**config.mk**
```make
export PLATFORM = sky130hd
export DESIGN_NAME = fetch_queue
export DESIGN_NICKNAME = d
export VERILOG_FILES = /design/src/rtl/fetch_pkg.sv /design/src/rtl/branch_predecode.sv /design/src/rtl/fetch_queue.sv
export SDC_FILE = /design/constraint.sdc
export NUM_CORES = 1
export LEC_CHECK = 0
export ABC_AREA = 1
export CAP_MARGIN = 10
export CORE_MARGIN = 4
export CORE_UTILIZATION = 61
export CTS_BUF_LIST = sky130_fd_sc_hd__clkbuf_8
export CTS_CLUSTER_DIAMETER = 100
export CTS_CLUSTER_SIZE = 28
export DETAILED_ROUTE_END_ITERATION = 6
export PLACE_DENSITY = 0.95
export SLEW_MARGIN = 20
export SYNTH_ARGS = -nofsm -noshare
export SYNTH_HDL_FRONTEND = slang
export SYNTH_SLANG_ARGS = --single-unit
```
**constraint.sdc**
```tcl
create_clock -name clk -period 11.6 [get_ports clk]
set_input_delay 2.32 -clock clk [delete_from_list [all_inputs] [get_ports clk]]
set_output_delay 2.32 -clock clk [all_outputs]
set_load 0.005 [all_outputs]
```
**src/rtl/fetch_pkg.sv**
```systemverilog
// Shared fetch-side types and opcode constants used by the prefetch queue and decoder.
package fetch_pkg;

  localparam int unsigned FQ_DEPTH_DEFAULT = 4;

  // Opcode fields, each compared against the top bits of the instruction word.
  localparam logic [5:0]  OP_B     = 6'b000101;       // instr[31:26]
  localparam logic [5:0]  OP_BL    = 6'b100101;       // instr[31:26]
  localparam logic [7:0]  OP_CBZ   = 8'b10110100;     // instr[31:24]
  localparam logic [7:0]  OP_BCOND = 8'b01010100;     // instr[31:24]
  localparam logic [10:0] OP_BR    = 11'b11010110000; // instr[31:21]

  typedef struct packed {
    logic [63:0] pc;
    logic [31:0] instr;
    logic        is_br;
    logic        is_link;
  } fq_entry_t;

endpackage

```
**src/rtl/branch_predecode.sv**
```systemverilog
// Combinational branch-class predecode of a 32-bit instruction word.
module branch_predecode
  import fetch_pkg::*;
(
  input  logic [31:0] instr,
  output logic        is_br,
  output logic        is_link
);

  logic match_b;
  logic match_bl;
  logic match_cbz;
  logic match_bcond;
  logic match_br;

  always_comb begin
    match_b     = (instr[31:26] == OP_B);
    match_bl    = (instr[31:26] == OP_BL);
    match_cbz   = (instr[31:24] == OP_CBZ);
    match_bcond = (instr[31:24] == OP_BCOND);
    match_br    = (instr[31:21] == OP_BR);
    is_br       = match_b | match_bl | match_cbz | match_bcond | match_br;
    is_link     = match_bl;
  end

endmodule

```
**src/rtl/fetch_queue.sv**
```systemverilog
// Instruction prefetch FIFO between fetch and decode; predecodes branch class on push
// and discards all contents on a redirect.
module fetch_queue
  import fetch_pkg::*;
#(
  parameter int unsigned DEPTH = FQ_DEPTH_DEFAULT
) (
  input  logic                    clk,
  input  logic                    reset,
  input  logic                    flush,
  input  logic                    in_valid,
  input  logic [63:0]             in_pc,
  input  logic [31:0]             in_instr,
  output logic                    in_ready,
  output logic                    out_valid,
  input  logic                    out_ready,
  output logic [63:0]             out_pc,
  output logic [31:0]             out_instr,
  output logic                    out_is_br,
  output logic                    out_is_link,
  output logic [$clog2(DEPTH):0]  count
);

  localparam int unsigned PtrW = $clog2(DEPTH);
  localparam int unsigned CntW = PtrW + 1;

  typedef logic [PtrW-1:0] ptr_t;
  typedef logic [CntW-1:0] cnt_t;

  fq_entry_t mem_q [DEPTH];

  ptr_t wr_ptr_q, wr_ptr_d;
  ptr_t rd_ptr_q, rd_ptr_d;
  cnt_t count_q, count_d;

  logic      push;
  logic      pop;
  logic      dec_is_br;
  logic      dec_is_link;
  fq_entry_t in_entry;
  fq_entry_t head;

  branch_predecode u_predecode (
    .instr   (in_instr),
    .is_br   (dec_is_br),
    .is_link (dec_is_link)
  );

  // in_ready depends only on occupancy, never on out_ready.
  assign in_ready  = (count_q < cnt_t'(DEPTH));
  assign out_valid = (count_q != '0);
  assign push      = in_valid && in_ready && !flush;
  assign pop       = out_valid && out_ready && !flush;

  always_comb begin
    in_entry         = '0;
    in_entry.pc      = in_pc;
    in_entry.instr   = in_instr;
    in_entry.is_br   = dec_is_br;
    in_entry.is_link = dec_is_link;
  end

  always_comb begin
    wr_ptr_d = wr_ptr_q;
    rd_ptr_d = rd_ptr_q;
    count_d  = count_q;
    if (flush) begin
      wr_ptr_d = '0;
      rd_ptr_d = '0;
      count_d  = '0;
    end else begin
      if (push) wr_ptr_d = wr_ptr_q + ptr_t'(1);
      if (pop)  rd_ptr_d = rd_ptr_q + ptr_t'(1);
      case ({push, pop})
        2'b10:   count_d = count_q + cnt_t'(1);
        2'b01:   count_d = count_q - cnt_t'(1);
        default: count_d = count_q;
      endcase
    end
  end

  always_ff @(posedge clk) begin
    if (reset) begin
      wr_ptr_q <= '0;
      rd_ptr_q <= '0;
      count_q  <= '0;
    end else begin
      wr_ptr_q <= wr_ptr_d;
      rd_ptr_q <= rd_ptr_d;
      count_q  <= count_d;
    end
  end

  // Storage has no reset; entries are only meaningful behind count.
  always_ff @(posedge clk) begin
    if (!reset && push) begin
      mem_q[wr_ptr_q] <= in_entry;
    end
  end

  assign head        = mem_q[rd_ptr_q];
  assign out_pc      = head.pc;
  assign out_instr   = head.instr;
  assign out_is_br   = head.is_br;
  assign out_is_link = head.is_link;
  assign count       = count_q;

endmodule

```
==> impl_metrics.env <==
export IMPL_dr_pass1_iters=6
export IMPL_drive_gt1_frac=0.03191
export IMPL_critPathMaxStageDelay_ns=0.97
export IMPL_area_growth_pct=16.33
export IMPL_status="finished, final reports clean"
export IMPL_h_tree_depth=1
export IMPL_worstMarginPinSlew_ns=1.080
export IMPL_finalSetupViolCount=0
export IMPL_yosys_warnings=0
export IMPL_grt_setup_unrepaired="no"
export IMPL_drv_slew=0
export IMPL_dieWidth_microns=165.4
export IMPL_gp_congestion=0.7479
export IMPL_cp_slowest_cell="dfxtp_4"
export IMPL_crit_fanout=108
export IMPL_layout_min_cycle_time_ns=6.109
export IMPL_grt_pass1_wl_microns=48920
export IMPL_hold_viol=0
export IMPL_end_kind="primary output"
export IMPL_synthMuxAreaShare=0
export IMPL_cts_tree="built"
export IMPL_hold_buffers=0
export IMPL_hold_class="reg2reg"
export IMPL_grt_pass1_vias=9183
export IMPL_wire_per_inst_microns=21.00
export IMPL_synth_adder_area_share=0.005465
export IMPL_synth_area_leaders="edfxtp_1 78%, nor2_1 5.4%, o21ai_0 5.1%, o22ai_1 4.1%, o21ai_1 1.6%"
export IMPL_grt_max_degree=127
export IMPL_clkSinkCount=401
export IMPL_die_h_microns=165.4
export IMPL_syn_num_nets=1153
export IMPL_synth_cell_types=23
export IMPL_synth_cells=1046
export IMPL_p_total_uw=2272
export IMPL_pwr_share_comb=0.052
export IMPL_drtIter0Drc=1166
export IMPL_crit_type="reg2out"
export IMPL_timing_fmax_mhz=163.7
export IMPL_vias=9379
export IMPL_fillers=1475
export IMPL_switching_share=0.1980
export IMPL_vdd_drop_max_v=0.0001035
export IMPL_final_area_sq_um=17580
export IMPL_clk_pin_slew_ns=0.16
export IMPL_clkPwrFrac=0.240
export IMPL_synth_top_cell_by_area="edfxtp_1"
export IMPL_postCtsSetupBuffers=0
export IMPL_routed_wl_microns=32470
export IMPL_arrival_ns=3.79
export IMPL_max_cap_violations=0
export IMPL_synth_top_area_frac=0.7790
export IMPL_track_usage=0.2309
export IMPL_crit_path_start_kind="flip-flop"
export IMPL_synth_simple_area_share=0.06227
export IMPL_drtAntennaViolNets=0
export IMPL_ys_seq_area_frac=0.7909
export IMPL_hpwl_microns=19100
export IMPL_ys_seq_elements=401
export IMPL_setup_tns_ns=0
export IMPL_io_buffers=203
export IMPL_synth_xor_area_frac=0
export IMPL_skew_ns=0.04907
export IMPL_rows=57
export IMPL_drc=0
export IMPL_synth_compound_area_frac=0.1081
export IMPL_fin_nets=1323
export IMPL_final_common_cell="edfxtp_1"
export IMPL_period_share=0.5266
export IMPL_p_leak_uw=0.005761
export IMPL_numCtsBuffers=18
export IMPL_avgSynthCellArea_sq_um=14.45
export IMPL_antenna_found_initial=1
export IMPL_placedCellCount=1520
export IMPL_n_antenna_cell=0
export IMPL_relSlewSlack=0.2801
export IMPL_insertion_delay_ns=0.57
export IMPL_cp_required_ns=9.28
export IMPL_grt_overflow=0
export IMPL_r2r_cells=7
export IMPL_syn_cell_area_sq_um=15110
export IMPL_place_area_sq_um=17270
export IMPL_final_cell_mix="392 x edfxtp_1, 214 x nor2_1, 203 x clkdlybuf4s50_1"
export IMPL_power_internal_uw=1822
export IMPL_clockBufferDepth=3
export IMPL_p_seq_frac=0.709
export IMPL_root_buffer="clkbuf_8"
export IMPL_synth_top_family_by_area="compound AO/OA/AOI/OAI gates"
export IMPL_finalNonFillerCells=1546
export IMPL_dieArea_sq_um=27350
export IMPL_post_cts_resized=0
export IMPL_ioPinCount=204
export IMPL_p_per_area_nw_per_um2=129.3
export IMPL_netSwitchingPower_uw=449.8
export IMPL_initial_core_util=0.6213
export IMPL_crit_chain="buf_4, o21ai_0, o22ai_1, clkdlybuf4s50_1"
export IMPL_hold_path_depth=1
export IMPL_core_sq_um=24320
export IMPL_vias_per_cell=6.067
-- critical path: cells and delay by family, from the launching register on --
| family | cells | cell delay [ns] |
|---|---|---|
| AOI/OAI and AO/OA | 2 | 0.63 |
| DFF | 1 | 0.97 |
| buffers and inverters | 2 | 1.49 |
-- power groups by stage --
stage	combinational [uW]	sequential, uW	clock, uW
after floorplan	31.8	1640	0
after global placement	112	1640	0
after detailed placement	117	1640	0
after CTS	117	1610	551
after global routing	126	1610	604
final	117	1610	545
-- through the flow --
step	hold slack [ns]	setup WS, ns	utilization
after floorplan	0.4611	4.211	-
final	0.5258	5.491	0.7228
after CTS	0.5316	5.263	0.7226
after global placement	0.4635	6.140	0.7101
after global routing	0.5506	5.261	0.7228
after detailed placement	0.5001	5.910	0.7101
-- area by class of cell --
cell class / count / area, sq um / area share
Tap cell: 324 / 405.4 / 0.02306
Timing Repair Buffer: 214 / 2118 / 0.1205
Clock inverter: 7 / 42.54 / 0.002420
Inverter: 26 / 103.9 / 0.005908
Clock buffer: 19 / 261.5 / 0.01488
Multi-Input combinational cell: 555 / 2688 / 0.1529
Sequential cell: 401 / 11960 / 0.6803
-- state kept, by name (all words and copies together) (netlist names), named ones only --
register  count
wr_ptr_q      2
count         3
mem_q       392
rd_ptr_q      2
-- routing by layer --
metal	track usage	vias up	wire length (microns)
met3	0.03624	38	2931
met2	0.3992	514	16360
li1	-	4216	-
met5	0	-	13
met1	0.3189	4609	12720
met4	0.04499	2	437
-- cells in the mapped netlist --
library cell / n
buf_4: 5
a21oi_1: 4
nor3_1: 1
buf_2: 7
nor2_1: 218
o21ai_1: 47
clkbuf_1: 34
clkbuf_2: 2
buf_6: 15
and2_0: 1
nand4_1: 2
inv_1: 24
inv_6: 1
ha_1: 5
nand3_1: 4
inv_2: 1
buf_12: 1
o22ai_1: 98
fa_1: 1
o21ai_0: 153
dfxtp_1: 9
nand2_1: 21
edfxtp_1: 392
-- logic make-up after synthesis --
kind of cell	Yosys count
AOI/OAI and AO/OA	302
adders and majority gates	6
buffers and inverters	90
DFF	401
and+or+nand+nor	247
-- path summary, 6_finish.rpt --
check | start | slack, ns | endpoint
worst max-delay path | flip-flop | 5.49 | out_instr[12]
worst min-delay path | count[0] | 0.53 | count[0]
worst max register to register | count[2] | 8.73 | mem_q[2][19]
worst min register to register | count[0] | 0.53 | count[0]
No activity file was read; power rests on OpenSTA's default activity.
